File: config.mk
export PLATFORM = sky130hd
export DESIGN_NAME = esm_issue_buffer
export DESIGN_NICKNAME = d
export VERILOG_FILES = /design/src/rtl/esm_pkg.sv /design/src/rtl/esm_free_slot_finder.sv /design/src/rtl/esm_issue_buffer.sv
export SDC_FILE = /design/constraint.sdc
export NUM_CORES = 1
export LEC_CHECK = 0
export BUFFER_PORTS_ARGS = -buffer_cell sky130_fd_sc_hd__buf_4
export CORE_MARGIN = 4
export CORE_UTILIZATION = 50
export CTS_BUF_LIST = sky130_fd_sc_hd__clkbuf_16
export CTS_CLUSTER_SIZE = 20
export DETAILED_ROUTE_END_ITERATION = 10
export PLACE_DENSITY = 0.74
export SLEW_MARGIN = 20
export SYNTH_ARGS = -nofsm -noshare
export SYNTH_HDL_FRONTEND = slang
export SYNTH_SLANG_ARGS = --single-unit
File: constraint.sdc
create_clock -name clk -period 7.5 [get_ports clk]
set_input_delay 0.375 -clock clk [delete_from_list [all_inputs] [get_ports clk]]
set_output_delay 0.375 -clock clk [all_outputs]
set_load 0.02 [all_outputs]
File: src/rtl/esm_pkg.sv
// Shared definitions for the ESM issue buffer: index width helper,
// output-stage state encodings and statistics counter width.
package esm_pkg;

    // Index width needed to address n entries.
    function automatic int IDX_W(input int n);
        return $clog2(n);
    endfunction

    // Output stage: EMPTY has nothing to present, HELD presents out_data.
    typedef enum logic {
        S_EMPTY = 1'b0,
        S_HELD  = 1'b1
    } out_state_t;

    localparam int          STAT_W   = 32;
    localparam logic [31:0] STAT_MAX = 32'hFFFF_FFFF;

endpackage

File: src/rtl/esm_free_slot_finder.sv
// Priority encoder over the free-slot vector: returns the lowest free index
// and a flag telling whether any slot is free at all.
module esm_free_slot_finder
    import esm_pkg::*;
#(
    parameter int bs = 16,
    localparam int IW = IDX_W(bs)
) (
    input  logic [bs-1:0] free_vec,
    output logic [IW-1:0] idx,
    output logic          any_free
);

    // Scan from the top down so the lowest set bit is the last one written.
    always_comb begin
        // NOTE: every output gets a default first so no path leaves it unassigned (no latch).
        idx      = '0;
        any_free = |free_vec;
        for (int i = bs - 1; i >= 0; i--) begin
            if (free_vec[i]) idx = IW'(i);
        end
    end

endmodule

File: src/rtl/esm_issue_buffer.sv
// bs-entry holding buffer in front of ESM_core_IIM. Entries are allocated
// into the lowest free slot, woken, picked by the core via buffer_index and
// issued through a one-deep output stage.
// Optional feature: define ESM_ISSUE_STATS_EN to add stat_issued/stat_miss.
module esm_issue_buffer
    import esm_pkg::*;
#(
    parameter int bs = 16,
    parameter int DW = 32,
    localparam int IW = IDX_W(bs)
) (
    input  logic          clk,
    input  logic          rst,
    input  logic          in_valid,
    output logic          in_ready,
    input  logic [DW-1:0] in_data,
    input  logic          in_rdy_now,
    input  logic          wake_valid,
    input  logic [IW-1:0] wake_idx,
    output logic [bs-1:0] ready_index,
    output logic          esm_start,
    input  logic [IW-1:0] buffer_index,
    output logic          out_valid,
    input  logic          out_ready,
    output logic [DW-1:0] out_data,
    output logic [IW-1:0] out_idx,
    output logic [IW:0]   count
`ifdef ESM_ISSUE_STATS_EN
    ,
    output logic [STAT_W-1:0] stat_issued,
    output logic [STAT_W-1:0] stat_miss
`endif
);

    logic [bs-1:0] valid_q;
    logic [bs-1:0] ready_q;
    logic [DW-1:0] payload_q [bs];
    out_state_t    state_q;
    out_state_t    state_d;

    logic [bs-1:0] free_vec;
    logic [IW-1:0] alloc_idx;
    logic          any_free;
    logic          alloc;
    logic          issue;
    logic          out_slot_free;
    logic          sel_ready;

    // Free slots come from registered valid bits only: a slot issued this
    // cycle becomes allocatable next cycle, never in the same one.
    assign free_vec = ~valid_q;

    esm_free_slot_finder #(.bs(bs)) u_free_slot_finder (
        .free_vec (free_vec),
        .idx      (alloc_idx),
        .any_free (any_free)
    );

    // in_ready comes from the registered count, so a full buffer stays full
    // during the cycle that issues an entry.
    assign in_ready      = (count < (IW + 1)'(bs));
    assign alloc         = in_valid & in_ready & any_free;
    assign ready_index   = valid_q & ready_q;
    assign out_slot_free = (state_q == S_EMPTY) | out_ready;
    assign sel_ready     = ready_index[buffer_index];
    assign issue         = out_slot_free & sel_ready;
    assign esm_start     = (|ready_index) & out_slot_free;
    assign out_valid     = (state_q == S_HELD);

    // Entry bookkeeping: wake first, then issue clears, then allocation sets;
    // later assignments win, so a wake on an issued slot has no effect.
    always_ff @(posedge clk or posedge rst) begin
        if (rst) begin
            // NOTE: sequential state uses non-blocking assignments so every flop samples pre-edge values.
            valid_q <= '0;
            ready_q <= '0;
        end else begin
            if (wake_valid && valid_q[wake_idx]) ready_q[wake_idx] <= 1'b1;
            if (issue) begin
                valid_q[buffer_index] <= 1'b0;
                ready_q[buffer_index] <= 1'b0;
            end
            if (alloc) begin
                valid_q[alloc_idx] <= 1'b1;
                ready_q[alloc_idx] <= in_rdy_now;
            end
        end
    end

    // Payload storage written on allocation.
    // NOTE: the payload array has no reset; valid_q guards every read, so clearing it would only cost flops.
    always_ff @(posedge clk) begin
        if (alloc) payload_q[alloc_idx] <= in_data;
    end

    // Occupancy counter: alloc and issue in the same cycle cancel out.
    always_ff @(posedge clk or posedge rst) begin
        if (rst) begin
            count <= '0;
        end else begin
            case ({alloc, issue})
                2'b10:   count <= count + (IW + 1)'(1);
                2'b01:   count <= count - (IW + 1)'(1);
                default: count <= count;
            endcase
        end
    end

    // Output-stage state register.
    always_ff @(posedge clk or posedge rst) begin
        if (rst) state_q <= S_EMPTY;
        else     state_q <= state_d;
    end

    // Output-stage next state: issue always lands in HELD; HELD drains when accepted.
    always_comb begin
        state_d = state_q;
        case (state_q)
            S_EMPTY: if (issue) state_d = S_HELD;
            S_HELD: begin
                if (issue)          state_d = S_HELD;
                else if (out_ready) state_d = S_EMPTY;
            end
            default: state_d = S_EMPTY;
        endcase
    end

    // Output data register: loads only on issue, otherwise holds stable.
    always_ff @(posedge clk or posedge rst) begin
        if (rst) begin
            out_data <= '0;
            out_idx  <= '0;
        end else if (issue) begin
            out_data <= payload_q[buffer_index];
            out_idx  <= buffer_index;
        end
    end

`ifdef ESM_ISSUE_STATS_EN
    logic miss;
    assign miss = out_slot_free & (|ready_index) & ~sel_ready;

    // Saturating issue and stale-selection counters.
    always_ff @(posedge clk or posedge rst) begin
        if (rst) begin
            stat_issued <= '0;
            stat_miss   <= '0;
        end else begin
            if (issue && stat_issued != STAT_MAX) stat_issued <= stat_issued + 1'b1;
            if (miss && stat_miss != STAT_MAX)    stat_miss   <= stat_miss + 1'b1;
        end
    end
`endif

endmodule

==> metrics.cfg, run 1 <==
[sta]
skew_ns = 0.02135
finalCritPeriodShare_pct = 47.13
final-setup-viol-count = 0
maxClockFrequency_mhz = 282.9
hold_violation_total_from_the_final_report = 0
unrepaired_setup_endpoints_after_global_routing = no
worst_slew_pin_slew_ns = 1.102
maxSlewViolCount = 0
maxSlewHeadroom_pct = 26.42
period_minus_slack_ns = 3.535
fin_tns_setup_ns = 0

[global_routing]
vias_in_the_first_global_route = 11900
grt_max_degree = 73
overflow = 0
grt_first_pass_wirelength_mm = 77.76
grt_use_total_pct = 21.00
number_of_antenna_violations_at_the_first_check_in_global_routing = 1

[routing]
avgRoutedWirePerCell_um = 27.70
totalWireLength_mm = 51.71
post_dr_vias_cell = 6.123
drc = 0
number_of_drc_markers_in_iteration_0 = 1303
remaining_number_of_nets_flagged_by_the_antenna_check_after_routing = 0
detailedRoute.firstPassIterationCount = 5
detailroute.via_count = 11430

[final_layout]
multiInputGateArea_sq_mm = 0.005663
layout.cells.most_common_list = sky130_fd_sc_hd__edfxtp_1 (512), sky130_fd_sc_hd__mux4_2 (164), sky130_fd_sc_hd__buf_4 (127), sky130_fd_sc_hd__dfrtp_1 (74), sky130_fd_sc_hd__clkbuf_16 (56)
finalInstanceArea_sq_mm = 0.02652
nFillCells = 3273
final_common_cell = sky130_fd_sc_hd__edfxtp_1
insertedDiodeCount = 0
post_route_cells_drive_above_1_share_pct = 33.94
layout.area.seq_sq_mm = 0.01723
area.growth.synth_to_final_pct = 14.23
num-nets-final = 1272

[critical_path]
critical_path.cell_chain = nand4_1, o32ai_2, nand2b_1, nor2_4, buf_4, mux2_2
worst_ep_required_time_ns = 8.00
critical_path.startpoint_type = register
cell_at_the_slowest_stage_of_the_critical_path = sky130_fd_sc_hd__nor2_4
path_buf_inv = 1
endpoint_kind = register
timing_worst_setup_path_type = reg -> reg
cp.arrival_ns = 4.03
critical_path.top_delay_family = simple AND/OR/NAND/NOR gates
path_max_fanout = 18
critPathMaxStageDelay_ns = 0.73

[logic_synthesis]
synth_flop_cell = sky130_fd_sc_hd__edfxtp_1
ys_async_sr_fraction_pct = 12.63
synthDistinctLibCells = 54
synth.ff_latch_count = 586
ys.warnings.count = 0
syn-cell-area_sq_mm = 0.02322
synth-edff-count = 512
syn_nets = 1138
synth-seq-area-share_pct = 74.20
synthesis.instances = 1087
avgSynthCellArea_sq_um = 21.36

[run]
drv.max_cap_violation_count = 0

[floorplan]
die_h_um = 223.5
core_area_sq_mm = 0.04567
die-area_sq_mm = 0.04994
start_util_pct = 50.83
die_width_um = 223.5
pin_count = 106
std_cell_rows = 78

[cts]
clockRootBuffer = sky130_fd_sc_hd__clkbuf_16
clock-sinks = 586
max-clock-path-buffers = 3
cts_inserted_buffers = 56
cts_htree_levels = 2
ctsResizeCount = 0
cts_tree = built
worstSkewPairLatency_ns = 0.62
worst_setup_hold_path_clk_slew_ns = 0.06

[power]
pwr_density_cell_mw_per_mm2 = 304.5
cellLeakagePower_uw = 0.009083
peakVddDrop_v = 0.0002189

[status]
outcome = finished, final reports clean

[placed_design]
detailed_place_hpwl_mm = 27.18
detailed_place.area_sq_mm = 0.02472
place.port_buffers = 105
gp_congestion = 0.8804

[hold_path]
hp-class = in -> reg

[area by class of cell]
cell class                 instances  area share [%]
clock inverter                    48           1.463
tap                              600           2.831
timing repair buffer             130           3.727
sequential                       586           64.96
inverter                          27          0.3869
multi-input combinational        420           21.35
clock buffer                      56           5.284
[per-stage QoR]
step                total power [uW]  hold slack, ns  cells  utilization (%)  setup WS (ns)
global placement                5396          0.4822   1762            54.11          3.778
CTS                             8141         0.01102   1867            58.05          4.009
global route                    8411         0.02528   1867            58.06          3.813
finish                          8075         0.04534   1867            58.06          3.965
detailed placement              5426          0.4843   1762            54.11          3.662
floorplan                       4858          0.4739   1087                -          2.872
[synthesized netlist by cell type (all sizes together) (15+ instances only)]
cell	n	area share, %
a21o	15	0.49
a21oi	15	0.32
a31oi	16	0.43
buf	28	0.92
clkbuf	26	0.42
dfrtp	74	8.0
edfxtp	512	66
inv	27	0.44
mux2	47	2.4
mux4	164	16
nand2	30	0.49
nor2	17	0.27
[power breakdown]
part	total, uW	switching, uW	internal [uW]
Clock	2720	1180	1530
Combinational	1320	755	564
Sequential	4040	191	3850
Total	8080	2130	5950
[cells by family after synthesis]
logic type,after synthesis,synth area share [%]
flops,586,74.20
fa+ha+maj,5,0.3018
mux,212,18.39
compound gates,78,2.355
buf+inv,81,1.773
simple gates,120,2.786
xor+xnor,5,0.1887
[path summary, 6_finish.rpt]
path / depth (start not counted) / to / slack (ns) / from
max reg2reg: 6 / ready_q[6] / 3.97 / valid_q[0]
min reg2reg: 1 / out_idx[0] / 0.50 / out_idx[0]
min: 1 / payload_q[10][13] / 0.05 / in_data[13]
max in group asynchronous: 4 / ready_q[7] / 5.97 / rst
min in group asynchronous: 3 / count[3] / 0.46 / rst
max: 6 / ready_q[6] / 3.97 / valid_q[0]
[metal layers]
layer | global-route usage [%] | routed length [um] | part of all wire [%] | vias up
li1 | - | - | - | 4791
met3 | 4.605 | 3969 | 7.7 | 78
met1 | 29.06 | 20590 | 40 | 6068
met2 | 34.55 | 26050 | 50 | 492
met5 | 0 | 8 | 0.015 | -
met4 | 5.389 | 1094 | 2.1 | 2
[what timing repair did]
action | 4_1_cts | 5_1_grt
endpoints found under the hold margin | 33 | 0
endpoints found under the setup margin | 0 | 0
buffers inserted | 0 | 0
hold buffers | 1 | 0
[sequential cells by signal, indices dropped and copies added (netlist names)]
name / count
payload_q: 512
out_data: 32
ready_q: 16
valid_q: 16
count: 5
out_idx: 4
out_valid: 1
(Power assumes the default switching activity.)
==> inputs of run 2 (changes only) <==
--- a/config.mk
+++ b/config.mk
@@ -5,13 +5,14 @@
 export SDC_FILE = /design/constraint.sdc
 export NUM_CORES = 1
 export LEC_CHECK = 0
+export ABC_AREA = 1
 export BUFFER_PORTS_ARGS = -buffer_cell sky130_fd_sc_hd__buf_4
 export CORE_MARGIN = 4
 export CORE_UTILIZATION = 50
 export CTS_BUF_LIST = sky130_fd_sc_hd__clkbuf_16
 export CTS_CLUSTER_SIZE = 20
 export DETAILED_ROUTE_END_ITERATION = 10
-export PLACE_DENSITY = 0.74
+export PLACE_DENSITY = 0.77
 export SLEW_MARGIN = 20
 export SYNTH_ARGS = -nofsm -noshare
 export SYNTH_HDL_FRONTEND = slang
==> constraint.sdc (replaced) <==
create_clock -name clk -period 2.9 [get_ports clk]
set_input_delay 0.145 -clock clk [delete_from_list [all_inputs] [get_ports clk]]
set_output_delay 0.145 -clock clk [all_outputs]
set_load 0.02 [all_outputs]
==> metrics.cfg, run 2 <==
[cts]
cts_htree_levels = 2  ; unchanged
clock-sinks = 586  ; unchanged
max-clock-path-buffers = 3  ; unchanged
worst_setup_hold_path_clk_slew_ns = 0.06  ; about the same
clockRootBuffer = sky130_fd_sc_hd__clkbuf_16
cts_tree = built
post-cts-setup-buffers = 0  ; unchanged
worstSkewPairLatency_ns = 0.58  ; -0.04 ns
cts_inserted_buffers = 53  ; -5.4%

[critical_path]
cell_at_the_slowest_stage_of_the_critical_path = sky130_fd_sc_hd__dfrtp_1
critPathMaxStageDelay_ns = 0.40  ; -0.33 ns
cp.arrival_ns = 2.94  ; -1.09 ns
endpoint_kind = register
cp-startpoint = valid_q[15]
timing_worst_setup_path_type = reg -> reg
worst-r2r-cell-count = 19  ; +13
path_max_fanout = 20  ; +2
critPathMostFrequentCell = sky130_fd_sc_hd__nand2_1
reg2reg_from = valid_q[15]
crit-reg2reg-capture = payload_q[4][27]
r2r_slack_ns = 0.23  ; -3.74 ns
worst_ep_required_time_ns = 3.17  ; -4.83 ns
critical_path.cell_chain = inv_1, nand2_1, nand2_1, nand2_1, nand2_1, nand2_1, nand2_1, nand2_1, nand2_1, nand2_1, nand2_1, nand2_1, nand2_1, nand2_1, nand2_1, nand2_1, nand3_1, inv_2, buf_12
critical_path.startpoint_type = register

[sta]
final-setup-viol-count = 0  ; unchanged
maxClockFrequency_mhz = 374.6  ; +32%
finalCritPeriodShare_pct = 92.06  ; +45 points
period_minus_slack_ns = 2.670  ; -0.8648 ns
fin_tns_setup_ns = 0  ; unchanged
maxSlewHeadroom_pct = 49.87  ; +23 points
hold_violation_total_from_the_final_report = 0  ; unchanged
unrepaired_setup_endpoints_after_global_routing = no
worst_slack_ns = 0.2303  ; -3.735 ns
skew_ns = 0.01052  ; -0.01083 ns
maxSlewViolCount = 0  ; unchanged
worst_slew_pin_slew_ns = 0.7519  ; -0.3502 ns

[floorplan]
pin_count = 106  ; unchanged
die-area_sq_mm = 0.04819  ; -3.5%
die_width_um = 219.5  ; -1.8%
die_h_um = 219.5  ; -1.8%
start_util_pct = 50.59  ; -0.24 points
std_cell_rows = 77  ; -1.3%
core_area_sq_mm = 0.04422  ; -3.2%

[global_routing]
use_met2_pct = 36.72  ; +2.2 points
number_of_antenna_violations_at_the_first_check_in_global_routing = 4  ; +3
vias_in_the_first_global_route = 13920  ; +17%
gr-max-usage-layer = met2
grt_use_total_pct = 23.08  ; +2.1 points
grt_util_met3_pct = 3.792  ; -0.81 points
overflow = 0  ; unchanged
grt_first_pass_wirelength_mm = 84.49  ; +8.7%
grt_max_degree = 131  ; +79%
globalRouteMet1Util_pct = 32.88  ; +3.8 points

[final_layout]
post_route_cells_drive_above_1_share_pct = 14.48  ; -19 points
nFillCells = 3195  ; -2.4%
area.growth.synth_to_final_pct = 17.50
fin_util_pct = 59.44  ; +1.4 points
layout.cells.most_common_list = sky130_fd_sc_hd__edfxtp_1 (512), sky130_fd_sc_hd__a22oi_1 (260), sky130_fd_sc_hd__nand2_1 (161), sky130_fd_sc_hd__a21oi_1 (130), sky130_fd_sc_hd__buf_4 (125)
fin_cells = 2316  ; +24%
largest_register = payload_q
registers_with_the_highest_flip_flop_counts = payload_q: 512 flops, out_data: 32 flops
final_common_cell = sky130_fd_sc_hd__edfxtp_1
num-nets-final = 1727  ; +36%
flip_flop_count_of_the_largest_register_all_copies_and_words_added = 512  ; unchanged

[hold_path]
timing.hold.worst_path_depth = 5  ; +4
worst_hold_startpoint = wake_idx[2]
hp-class = in -> reg
hold_end = ready_q[15]

[logic_synthesis]
syn-cell-area_sq_mm = 0.02237  ; -3.6%
synthesis.instances = 1523  ; +40%
synth_top_cells_by_area = sky130_fd_sc_hd__edfxtp_1 (69%), sky130_fd_sc_hd__a22oi_1 (8.7%), sky130_fd_sc_hd__dfrtp_1 (8.3%), sky130_fd_sc_hd__a21oi_1 (2.9%), sky130_fd_sc_hd__nand2_1 (2.7%)
avgSynthCellArea_sq_um = 14.69  ; -31%
synth_top_area_share_pct = 68.72  ; +2.5 points
synth.ff_latch_count = 586  ; unchanged
synth-edff-count = 512  ; unchanged
ys.warnings.count = 0  ; unchanged
ys_async_sr_fraction_pct = 12.63  ; unchanged
synth.top_cells.by_count = sky130_fd_sc_hd__edfxtp_1 (512), sky130_fd_sc_hd__a22oi_1 (260), sky130_fd_sc_hd__nand2_1 (163)
synthDistinctLibCells = 34  ; -37%
syn_nets = 1574  ; +38%
synth-seq-area-share_pct = 77.00  ; +2.8 points
yosys.area.top_type = sky130_fd_sc_hd__edfxtp_1
post-synth-top-count-cell = sky130_fd_sc_hd__edfxtp_1
synth_flop_cell = sky130_fd_sc_hd__edfxtp_1

[routing]
detailroute.via_count = 14380  ; +26%
totalWireLength_mm = 56.45  ; +9.2%
number_of_drc_markers_in_iteration_0 = 1787  ; +37%
post_dr_vias_cell = 6.210  ; +1.4%
drc = 0  ; unchanged
remaining_number_of_nets_flagged_by_the_antenna_check_after_routing = 0  ; unchanged
avgRoutedWirePerCell_um = 24.37  ; -12%
detailedRoute.firstPassIterationCount = 5  ; unchanged

[power]
cellLeakagePower_uw = 0.009229  ; +1.6%
finalPower_uw = 20470  ; +150%
pwr_density_cell_mw_per_mm2 = 778.8  ; +160%
peakVddDrop_v = 0.0004910  ; +120%

[placed_design]
gp_congestion = 0.9361  ; +6.3%
place.detailed.instances = 2174  ; +23%
detailed_place_hpwl_mm = 29.10  ; +7.1%
post-place-ws_ns = 0.2509  ; -3.411 ns
place.port_buffers = 105  ; unchanged

[status]
outcome = finished, final reports clean

[run]
drv.max_cap_violation_count = 0  ; unchanged

==> run 2: changes by cell type after synthesis, moves of 41 or more <==
cell,delta
sky130_fd_sc_hd__a21oi_1,+115
sky130_fd_sc_hd__inv_1,+42
sky130_fd_sc_hd__nand2_1,+133
sky130_fd_sc_hd__a22oi_1,+259
sky130_fd_sc_hd__mux4_2,-164
sky130_fd_sc_hd__clkbuf_1,+41
sky130_fd_sc_hd__o21ai_0,+63
==> run 2: area by class of cell <==
type	count	area (sq um)	area share [%]
clock buffer	54	1351	5.141
clock inverter	45	369.1	1.404
timing repair buffer	186	1769	6.730
tap	592	740.7	2.818
antenna	4	10.01	0.03808
multi-input combinational	776	4538	17.26
sequential	586	17230	65.54
inverter	73	280.3	1.066
==> run 2: what timing repair did <==
item                                    CTS  global route
resized for setup                         0             2
endpoints found under the hold margin   561             0
endpoints found under the setup margin    0             1
hold buffers                             39             0
==> run 2: per-stage QoR <==
| step | hold slack [ns] | instance area (sq um) |
|---|---|---|
| final | 0.03437 | 26290 |
| after global routing | 0.07508 | 26290 |
| after CTS | 0.01284 | 26270 |
| after detailed placement | 0.2810 | 24160 |
| after global placement | 0.2799 | 24160 |
| after floorplan | 0.2439 | 22370 |
==> run 2: logic make-up (layout without fill, tap and decap cells) <==
group / Yosys count / count (layout) / synth area share (%)
AO/OA/AOI/OAI: 496 / 496 / 14.31
AND/OR/NAND/NOR: 272 / 272 / 5.453
XOR/XNOR: 3 / 3 / 0.1175
buffers and inverters: 161 / 358 / 2.802
other: 0 / 4 / 0
flip-flops: 586 / 586 / 77.00
adder cells (fa/ha/maj): 5 / 5 / 0.3132
==> run 2: layer usage <==
layer  part of all wire, %  wire [um]  up-vias
li1                      -          -     6238
met1                    40      22600     7196
met5                     0          0        -
met2                    48      27100      831
met4                   3.0       1699        0
met3                   9.0       5055      118
==> run 2: power breakdown <==
| part | total (uW) | switching, uW | internal, uW |
|---|---|---|---|
| sequential | 10400 | 389 | 10000 |
| combinational | 3170 | 2090 | 1080 |
| clock | 6900 | 2980 | 3910 |
| total | 20500 | 5460 | 15000 |
==> run 2: how the worst max path moves through the flow <==
stage	endpoint	slack [ns]	cells after the start
2_1_floorplan	payload_q[12][0]	0.33	17
3_3_place_gp	count[4]	0.32	15
3_5_place_dp	count[4]	0.25	15
4_1_cts	count[4]	0.22	15
5_1_grt	payload_q[0][26]	0.001	19
6_report	payload_q[4][27]	0.23	19
==> run 2: worst max-delay path, delay by kind of cell, from the launching register on <==
family                 cells  cell delay, ns
buffers and inverters      3            0.45
flip-flops                 1            0.40
AND/OR/NAND/NOR           16            1.48
==> inputs of run 3 (changes only) <==
--- a/config.mk
+++ b/config.mk
@@ -7,12 +7,14 @@
 export LEC_CHECK = 0
 export ABC_AREA = 1
 export BUFFER_PORTS_ARGS = -buffer_cell sky130_fd_sc_hd__buf_4
+export CELL_PAD_IN_SITES_DETAIL_PLACEMENT = 1
+export CELL_PAD_IN_SITES_GLOBAL_PLACEMENT = 1
 export CORE_MARGIN = 4
-export CORE_UTILIZATION = 50
+export CORE_UTILIZATION = 46
 export CTS_BUF_LIST = sky130_fd_sc_hd__clkbuf_16
 export CTS_CLUSTER_SIZE = 20
 export DETAILED_ROUTE_END_ITERATION = 10
-export PLACE_DENSITY = 0.77
+export PLACE_DENSITY = 0.82
 export SLEW_MARGIN = 20
 export SYNTH_ARGS = -nofsm -noshare
 export SYNTH_HDL_FRONTEND = slang
==> metrics.cfg, run 3 (same netlist as run 2, synthesis figures left out) <==
[cts]
clock-sinks = 586  ; unchanged
cts_tree = built
cts_htree_levels = 2  ; unchanged
max-clock-path-buffers = 3  ; unchanged
clockRootBuffer = sky130_fd_sc_hd__clkbuf_16
cts_inserted_buffers = 57  ; +7.5%
worst_setup_hold_path_clk_slew_ns = 0.06  ; about the same
worstSkewPairLatency_ns = 0.63  ; +0.05 ns

[routing]
totalWireLength_mm = 70.31  ; +25%
avgRoutedWirePerCell_um = 29.84  ; +22%
post_dr_vias_cell = 6.423  ; +3.4%
number_of_drc_markers_in_iteration_0 = 1951  ; +9.2%
detailroute.via_count = 15130  ; +5.2%
detailedRoute.firstPassIterationCount = 6  ; +1
remaining_number_of_nets_flagged_by_the_antenna_check_after_routing = 0  ; unchanged
drc = 0  ; unchanged

[critical_path]
reg2reg_from = valid_q[15]
worst-r2r-cell-count = 19  ; unchanged
crit-reg2reg-capture = payload_q[12][16]
timing_worst_setup_path_type = reg -> reg
worst_ep_required_time_ns = 3.21  ; +0.04 ns
endpoint_kind = register
path_max_fanout = 17  ; -15%
r2r_slack_ns = 0.20  ; -0.03 ns
cp.arrival_ns = 3.01  ; +0.07 ns
critical_path.startpoint_type = register

[sta]
period_minus_slack_ns = 2.699  ; +0.02890 ns
hold_violation_total_from_the_final_report = 0  ; unchanged
maxSlewViolCount = 0  ; unchanged
final-setup-viol-count = 0  ; unchanged
skew_ns = 0.01936  ; +0.008839 ns
worst_slew_pin_slew_ns = 0.7491  ; -0.002872 ns
maxSlewHeadroom_pct = 50.06  ; +0.19 points
unrepaired_setup_endpoints_after_global_routing = no
fin_tns_setup_ns = 0  ; unchanged
finalCritPeriodShare_pct = 93.06  ; +1.0 points
maxClockFrequency_mhz = 370.6  ; -1.1%

[final_layout]
num-nets-final = 1741  ; +0.81%
final_common_cell = sky130_fd_sc_hd__edfxtp_1
layout.cells.most_common_list = sky130_fd_sc_hd__edfxtp_1 (512), sky130_fd_sc_hd__a22oi_1 (260), sky130_fd_sc_hd__nand2_1 (161), sky130_fd_sc_hd__buf_4 (132), sky130_fd_sc_hd__a21oi_1 (130)
registers_with_the_highest_flip_flop_counts = payload_q: 512 flops, out_data: 32 flops
flip_flop_count_of_the_largest_register_all_copies_and_words_added = 512  ; unchanged
area.growth.synth_to_final_pct = 19.06
post_route_cells_drive_above_1_share_pct = 15.41  ; +0.93 points
fin_util_pct = 55.55  ; -3.9 points
largest_register = payload_q
nFillCells = 4544  ; +42%

[floorplan]
die_width_um = 228.5  ; +4.1%
core_area_sq_mm = 0.04795  ; +8.4%
start_util_pct = 46.66  ; -3.9 points
die_h_um = 228.5  ; +4.1%
die-area_sq_mm = 0.05223  ; +8.4%
std_cell_rows = 80  ; +3.9%
pin_count = 106  ; unchanged

[power]
peakVddDrop_v = 0.0004443  ; -9.5%
cellLeakagePower_uw = 0.009411  ; +2.0%
pwr_density_cell_mw_per_mm2 = 812.6  ; +4.3%

[hold_path]
hold_end = ready_q[1]
worst_hold_startpoint = wake_idx[0]
timing.hold.worst_path_depth = 7  ; +2
hp-class = in -> reg

[status]
outcome = finished, final reports clean

[global_routing]
overflow = 0  ; unchanged
grt_use_total_pct = 26.41  ; +3.3 points
grt_first_pass_wirelength_mm = 104.1  ; +23%
grt_max_degree = 125  ; -4.6%
number_of_antenna_violations_at_the_first_check_in_global_routing = 4  ; unchanged
vias_in_the_first_global_route = 15990  ; +15%

[placed_design]
gp_congestion = 0.9444  ; +0.89%
place.port_buffers = 105  ; unchanged
detailed_place_hpwl_mm = 38.05  ; +31%

[run]
drv.max_cap_violation_count = 0  ; unchanged

==> run 3: per-layer routing <==
metal | part of all wire, % | track usage [%] | vias to the layer above | wire, um
met5 | 0.030 | 0 | - | 21
li1 | - | - | 6264 | -
met3 | 8.8 | 5.882 | 190 | 6221
met4 | 4.1 | 11.02 | 4 | 2916
met2 | 49 | 44.03 | 917 | 34600
met1 | 38 | 33.70 | 7758 | 26550
==> run 3: worst max-delay path, cell delays in order (launching register included) <==
cell,delay [ns]
sky130_fd_sc_hd__dfrtp_1,0.40
sky130_fd_sc_hd__inv_1,0.07
sky130_fd_sc_hd__nand2_1,0.07
sky130_fd_sc_hd__nand2_1,0.06
sky130_fd_sc_hd__nand2_1,0.06
sky130_fd_sc_hd__nand2_1,0.05
sky130_fd_sc_hd__nand2_1,0.06
sky130_fd_sc_hd__nand2_1,0.05
sky130_fd_sc_hd__nand2_1,0.06
sky130_fd_sc_hd__nand2_1,0.05
sky130_fd_sc_hd__nand2_1,0.05
sky130_fd_sc_hd__nand2_1,0.05
sky130_fd_sc_hd__nand2_1,0.06
sky130_fd_sc_hd__nand2_1,0.06
sky130_fd_sc_hd__nand2_1,0.10
sky130_fd_sc_hd__nand2_1,0.15
sky130_fd_sc_hd__nand2_1,0.26
sky130_fd_sc_hd__nand3_1,0.30
sky130_fd_sc_hd__inv_2,0.21
sky130_fd_sc_hd__buf_12,0.22
==> run 3: how the worst max path moves through the flow <==
stage	slack (ns)	cells past startpoint	from	to
2_1_floorplan	0.33	17	valid_q[14]	payload_q[12][0]
3_3_place_gp	0.30	14	buffer_index[0]	count[4]
3_5_place_dp	0.21	14	buffer_index[0]	count[4]
4_1_cts	0.19	15	valid_q[11]	count[4]
5_1_grt	0.02	19	valid_q[15]	payload_q[12][16]
6_report	0.20	19	valid_q[15]	payload_q[12][16]
==> run 3: cell type report <==
cell class	instances	area, sq um	share of cell area [%]
antenna	2	5.005	0.01879
clock buffer	59	1476	5.543
clock inverter	49	474.2	1.780
inverter	73	280.3	1.052
multi-input combinational	776	4536	17.03
sequential	586	17230	64.70
tap	615	769.5	2.889
timing repair buffer	196	1862	6.990
==> run 3: repair_timing <==
item / CTS / global route
buffers inserted: 0 / 0
hold buffers: 41 / 0
hold endpoints to repair: 607 / 0
resized for setup: 0 / 5
endpoints found under the setup margin: 0 / 4
==> run 3: stage by stage <==
step	hold slack (ns)	worst slack (ns)	total power [uW]	cell area, sq um	cells
floorplan	0.2439	0.3276	12220	22370	1523
global placement	0.2984	0.3029	13680	24260	2205
detailed placement	0.3019	0.2108	13900	24260	2205
CTS	0.05509	0.1883	21660	26620	2354
global route	0.1113	0.01551	22410	26640	2356
finish	0.07358	0.2014	21640	26640	2356
==> run 3: power breakdown <==
part / internal [uW] / switching [uW]
Clock: 4480 / 3270
Sequential: 10000 / 465
Combinational: 1110 / 2290
Total: 15600 / 6030
